==> config.mk <==
export PLATFORM = sky130hd
export DESIGN_NAME = alu_mult_sequencer
export DESIGN_NICKNAME = d
export VERILOG_FILES = /design/src/rtl/alu_mult_sequencer.sv
export SDC_FILE = /design/constraint.sdc
export NUM_CORES = 1
export LEC_CHECK = 0
export ABC_AREA = 1
export CORE_MARGIN = 2
export CORE_UTILIZATION = 40
export CTS_BUF_LIST = sky130_fd_sc_hd__clkbuf_4 sky130_fd_sc_hd__clkbuf_8
export DETAILED_ROUTE_END_ITERATION = 6
export GPL_ROUTABILITY_DRIVEN = 0
export HOLD_SLACK_MARGIN = 0.1
export PLACE_DENSITY = 0.85
export RECOVER_POWER = 50
export SYNTH_ARGS = -nofsm -noshare
export SYNTH_HDL_FRONTEND = slang
export SYNTH_SLANG_ARGS = --single-unit
==> constraint.sdc <==
create_clock -name clk -period 3.55 [get_ports clk]
set_input_delay 0.71 -clock clk [delete_from_list [all_inputs] [get_ports clk]]
set_output_delay 0.71 -clock clk [all_outputs]
set_load 0.05 [all_outputs]
==> src/rtl/alu_mult_sequencer.sv <==
// Sequences the shared 32-bit ALU through 32 shift-add steps to form a 32x32 unsigned product.
// Latency: start sampled at edge N, done pulses in the cycle after edge N+32; one multiply per 34 cycles.
// Backpressure: none; busy stalls the pipeline, and start is ignored outside IDLE.
module alu_mult_sequencer #(
  parameter int          DATA_WIDTH  = 32,
  parameter logic [3:0]  ALU_ADD_OP  = 4'b0011,
  parameter logic [3:0]  ALU_IDLE_OP = 4'b0000
) (
  input  logic                  clk,
  input  logic                  reset,
  input  logic                  start,
  input  logic [DATA_WIDTH-1:0] multiplicand,
  input  logic [DATA_WIDTH-1:0] multiplier,
  output logic                  busy,
  output logic                  done,
  output logic [DATA_WIDTH-1:0] product_hi,
  output logic [DATA_WIDTH-1:0] product_lo,
  output logic [3:0]            alu_op,
  output logic [DATA_WIDTH-1:0] alu_a,
  output logic [DATA_WIDTH-1:0] alu_b,
  output logic [4:0]            alu_shamt,
  input  logic [DATA_WIDTH-1:0] alu_result
);

  typedef enum logic [1:0] {
    S_IDLE = 2'd0,
    S_ITER = 2'd1,
    S_DONE = 2'd2
  } state_t;

  // Index of the final shift-add step; the count register wraps past it harmlessly.
  localparam logic [5:0] LAST_ITER = 6'(DATA_WIDTH - 1);

  state_t                state_q;
  logic [DATA_WIDTH-1:0] hi_q;
  logic [DATA_WIDTH-1:0] lo_q;
  logic [DATA_WIDTH-1:0] mcand_q;
  logic [5:0]            count_q;

  logic [DATA_WIDTH-1:0] hi_d;
  logic [DATA_WIDTH-1:0] lo_d;
  logic                  carry;

  // One shift-add step: the ALU adds the (possibly zero) multiplicand into hi;
  // the add's carry-out is recovered by an unsigned compare and shifted into hi,
  // while the sum's LSB shifts into the top of lo.
  always_comb begin
    carry = (alu_result < hi_q);
    hi_d  = {carry, alu_result[DATA_WIDTH-1:1]};
    lo_d  = {alu_result[0], lo_q[DATA_WIDTH-1:1]};
  end

  // Controller state and product datapath; reset aborts any multiply in flight.
  always_ff @(posedge clk) begin
    if (reset) begin
      state_q <= S_IDLE;
      hi_q    <= '0;
      lo_q    <= '0;
      mcand_q <= '0;
      count_q <= '0;
    end else begin
      case (state_q)
        S_IDLE: begin
          if (start) begin
            mcand_q <= multiplicand;
            hi_q    <= '0;
            lo_q    <= multiplier;
            count_q <= '0;
            state_q <= S_ITER;
          end
        end
        S_ITER: begin
          hi_q    <= hi_d;
          lo_q    <= lo_d;
          count_q <= count_q + 6'd1;
          if (count_q == LAST_ITER) begin
            state_q <= S_DONE;
          end
        end
        S_DONE: begin
          state_q <= S_IDLE;
        end
        default: begin
          state_q <= S_IDLE;
        end
      endcase
    end
  end

  // Status flags are straight decodes of the registered state.
  always_comb begin
    busy = (state_q == S_ITER);
    done = (state_q == S_DONE);
  end

  // The ALU is only borrowed while iterating; otherwise it sees a benign AND of zeros.
  always_comb begin
    alu_op    = ALU_IDLE_OP;
    alu_a     = '0;
    alu_b     = '0;
    alu_shamt = 5'd0;
    if (state_q == S_ITER) begin
      alu_op = ALU_ADD_OP;
      alu_a  = hi_q;
      alu_b  = lo_q[0] ? mcand_q : '0;
    end
  end

  assign product_hi = hi_q;
  assign product_lo = lo_q;

endmodule

==> impl_metrics.env <==
export IMPL_status="finished clean"
export IMPL_final_cells=1086
export IMPL_max_freq_mhz=318.6
export IMPL_drtIter0Drc=292
export IMPL_dp_cells=1073
export IMPL_endpoint_kind="output port"
export IMPL_avgSynthCellArea_um2=7.445
export IMPL_synthSimpleGateAreaFrac_pct=28.70
export IMPL_crit_chain="nand2_4, nor2_1, clkdlybuf4s50_1"
export IMPL_synth_compound_area_share_pct=14.65
export IMPL_period_minus_slack_ns=3.138
export IMPL_dieArea_um2=14130
export IMPL_ys_ff_latch=104
export IMPL_synth_fa_ha_area_share_pct=7.585
export IMPL_internal_power_mw=1.958
export IMPL_clk_latency_ns=0.38
export IMPL_initial_utilization_pct=41.33
export IMPL_endpoint="alu_b[13]"
export IMPL_cts_tree="yes"
export IMPL_r2r_start="state_q[0]$_SDFFE_PP0P_"
export IMPL_synth_warnings=0
export IMPL_cp_start_kind="register"
export IMPL_p_switching_mw=1.032
export IMPL_grt_pass1_wl_um=24480
export IMPL_yosys_mux_area_fraction_pct=0
export IMPL_grt_pass1_vias=4970
export IMPL_grt_start_max_net_pins=70
export IMPL_rr_worst_depth=7
export IMPL_ant_nets=0
export IMPL_ios=238
export IMPL_powerDensity_nw_per_um2=385.4
export IMPL_die_width_um=118.9
export IMPL_p_comb_share_pct=29.8
export IMPL_synth_top_family_by_area="simple AND/OR/NAND/NOR gates"
export IMPL_drive_gt1_share_pct=6.674
export IMPL_synth_xor_area_share_pct=0
export IMPL_r2r_end="count_q[2]$_SDFFE_PP0P_"
export IMPL_post_cts_resized=0
export IMPL_min_period_over_period_pct=88.40
export IMPL_setup_viol=0
export IMPL_design_core_area_um2=12770
export IMPL_cts_sinks=104
export IMPL_die_y_um=118.9
export IMPL_relSlewSlack_pct=10.09
export IMPL_rsz0062_at_grt="no"
export IMPL_cts_made_buffers=9
export IMPL_swShare_pct=34.50
export IMPL_tns_ns=0
export IMPL_drv_cap=0
export IMPL_grtUsageTotal_pct=21.23
export IMPL_cts_htree_levels=3
export IMPL_r2r_slack_ns=0.61
export IMPL_dp_final_hpwl_um=10610
export IMPL_synth_seq_area_share_pct=39.44
export IMPL_power_frac_clock_pct=26.1
export IMPL_first_pass_iters=4
export IMPL_power_leakage_nw=3.118
export IMPL_synthDistinctLibCells=32
export IMPL_vias_per_cell=4.936
export IMPL_skew_ns=0.01155
export IMPL_finalHoldViolCount=0
export IMPL_diodes=0
export IMPL_antenna_found_initial=0
export IMPL_netlist_area_um2=5279
export IMPL_grt_ovfl_total=0
export IMPL_ctsHoldBuffers=0
export IMPL_critPathMaxStageDelay_ns=0.88
export IMPL_cp_slowest_cell="clkdlybuf4s50_1"
export IMPL_path_clk_slew_ns=0.09
export IMPL_num_vias=5360
export IMPL_seq_power_share_pct=44.1
export IMPL_row_count=41
export IMPL_numPortBuffers=230
export IMPL_startpoint="state_q[0]$_SDFFE_PP0P_"
export IMPL_postCtsSetupBuffers=0
export IMPL_worst_slew_pin_slew_ns=1.347
export IMPL_vdd_drop_max_v=0.0003392
export IMPL_finalNetCount=1043
export IMPL_clock_root_buffer="clkbuf_8"
export IMPL_drc=0
export IMPL_worstPathArrival_ns=2.43
export IMPL_cts_buffer_depth=2
export IMPL_drv_slew=0
export IMPL_crit_type="register to output port"
export IMPL_drt_wl_total_um=15060
export IMPL_area_growth_pct=46.95
export IMPL_crit_required_ns=2.84
export IMPL_wire_per_inst_um=13.87
export IMPL_syn_inst=709
export IMPL_path_max_fanout=69
export IMPL_hold_path_class="register to register"
-- worst max-delay path, delay by kind of cell, from the launching register on --
| family | cells | cell delay [ns] |
|---|---|---|
| DFF | 1 | 0.44 |
| and+or+nand+nor | 2 | 0.72 |
| buffers and inverters | 1 | 0.88 |
-- layout make-up --
type | count | area, um^2
inverters | 49 | 186.4
clock inverters | 4 | 72.57
repair buffers | 240 | 2365
fillers | 1124 | 5016
multi-input cells | 508 | 2713
well taps | 172 | 215.2
flip-flops and latches | 104 | 2082
clock buffers | 9 | 123.9
-- cells in the mapped netlist --
library cell	number	share of area (%)
o21a_1	1	0.14
conb_1	1	0.071
nor4_1	1	0.12
inv_2	3	0.21
a22oi_1	32	4.6
nor2_4	1	0.21
or2_2	1	0.12
buf_6	6	1.3
buf_4	13	1.8
inv_4	1	0.12
nand4_1	3	0.36
o21ai_1	2	0.19
nand3_1	3	0.28
nor3_1	4	0.38
a211oi_1	1	0.14
nor2_1	230	16
nand2_1	63	4.5
a211oi_2	1	0.24
clkbuf_1	18	1.3
nor2_8	1	0.38
a221oi_2	2	0.57
buf_2	17	1.6
o21ai_0	68	6.4
nand2_4	1	0.21
nand2_2	1	0.12
a21oi_1	20	1.9
inv_1	45	3.2
nor3_2	30	5.7
o221ai_1	2	0.33
dfxtp_1	104	39
ha_1	32	7.6
o211ai_1	1	0.14
-- per-stage QoR --
stage / cell area (um^2) / hold WS [ns] / util, % / setup slack, ns / power [mW]
floorplan: 5301 / 0.4396 / - / 0.9709 / 1.943
global route: 7757 / 0.5102 / 60.73 / 0.2303 / 3.143
detailed placement: 7576 / 0.4645 / 59.31 / 0.8222 / 2.259
finish: 7757 / 0.4805 / 60.73 / 0.4117 / 2.990
CTS: 7772 / 0.4792 / 60.85 / 0.3698 / 3.046
global placement: 7576 / 0.4596 / 59.31 / 0.8211 / 2.249
-- kinds of logic (layout without fill, tap and decap cells) --
kind of cell    after synthesis  in the layout
flops                       104            104
fa+ha+maj                    32             32
simple gates                339            339
buf+inv                     103            302
other cells                   1              7
compound gates              130            130
-- sequential cells by signal, indices dropped and copies added, names as in the netlist --
| name | count |
|---|---|
| product_hi | 32 |
| state_q | 2 |
| product_lo | 32 |
| mcand_q | 32 |
| count_q | 6 |
-- worst min-delay path by stage --
stage                                       start                      end  slack [ns]  depth (start not counted)
after global routing      count_q[5]$_SDFFE_PP0P_  state_q[1]$_SDFFE_PP0P_        0.51                          1
after CTS                 count_q[5]$_SDFFE_PP0P_  state_q[1]$_SDFFE_PP0P_        0.48                          1
after floorplan           count_q[5]$_SDFFE_PP0P_  state_q[1]$_SDFFE_PP0P_        0.44                          1
after global placement    count_q[5]$_SDFFE_PP0P_  state_q[1]$_SDFFE_PP0P_        0.46                          1
final                     count_q[3]$_SDFFE_PP0P_  count_q[3]$_SDFFE_PP0P_        0.48                          2
after detailed placement  count_q[5]$_SDFFE_PP0P_  state_q[1]$_SDFFE_PP0P_        0.46                          1
-- routing by layer --
| layer | up-vias | track usage (%) | part of all wire, % |
|---|---|---|---|
| li1 | 2688 | - | - |
| met1 | 2433 | 26.02 | 42 |
| met2 | 211 | 34.02 | 46 |
| met3 | 28 | 7.950 | 9.1 |
| met4 | 0 | 7.738 | 2.2 |
| met5 | - | 0 | 0 |
-- power by group through the flow --
stage,sequential (mW),combinational (mW),clock (mW)
final,1.32,0.890,0.780
after global routing,1.33,0.966,0.846
after CTS,1.32,0.918,0.807
after detailed placement,1.35,0.913,0
after global placement,1.35,0.903,0
after floorplan,1.53,0.417,0
-- cell usage in the layout (no fill, tap or decap), types with 3 or more instances in the layout --
| cell type | Yosys | layout |
|---|---|---|
| o21ai_0 | 68 | 68 |
| clkdlybuf4s50_1 | 0 | 166 |
| clkbuf_8 | 0 | 9 |
| a21oi_1 | 20 | 20 |
| inv_1 | 45 | 46 |
| dlygate4sd3_1 | 0 | 64 |
| nand4_1 | 3 | 3 |
| nand3_1 | 3 | 3 |
| nor2_1 | 230 | 230 |
| conb_1 | 1 | 7 |
| a22oi_1 | 32 | 32 |
| dfxtp_1 | 104 | 104 |
| nor3_2 | 30 | 30 |
| ha_1 | 32 | 32 |
| buf_4 | 13 | 6 |
| nand2_1 | 63 | 64 |
| nor3_1 | 4 | 4 |
Power figures use the tool's default switching activity.
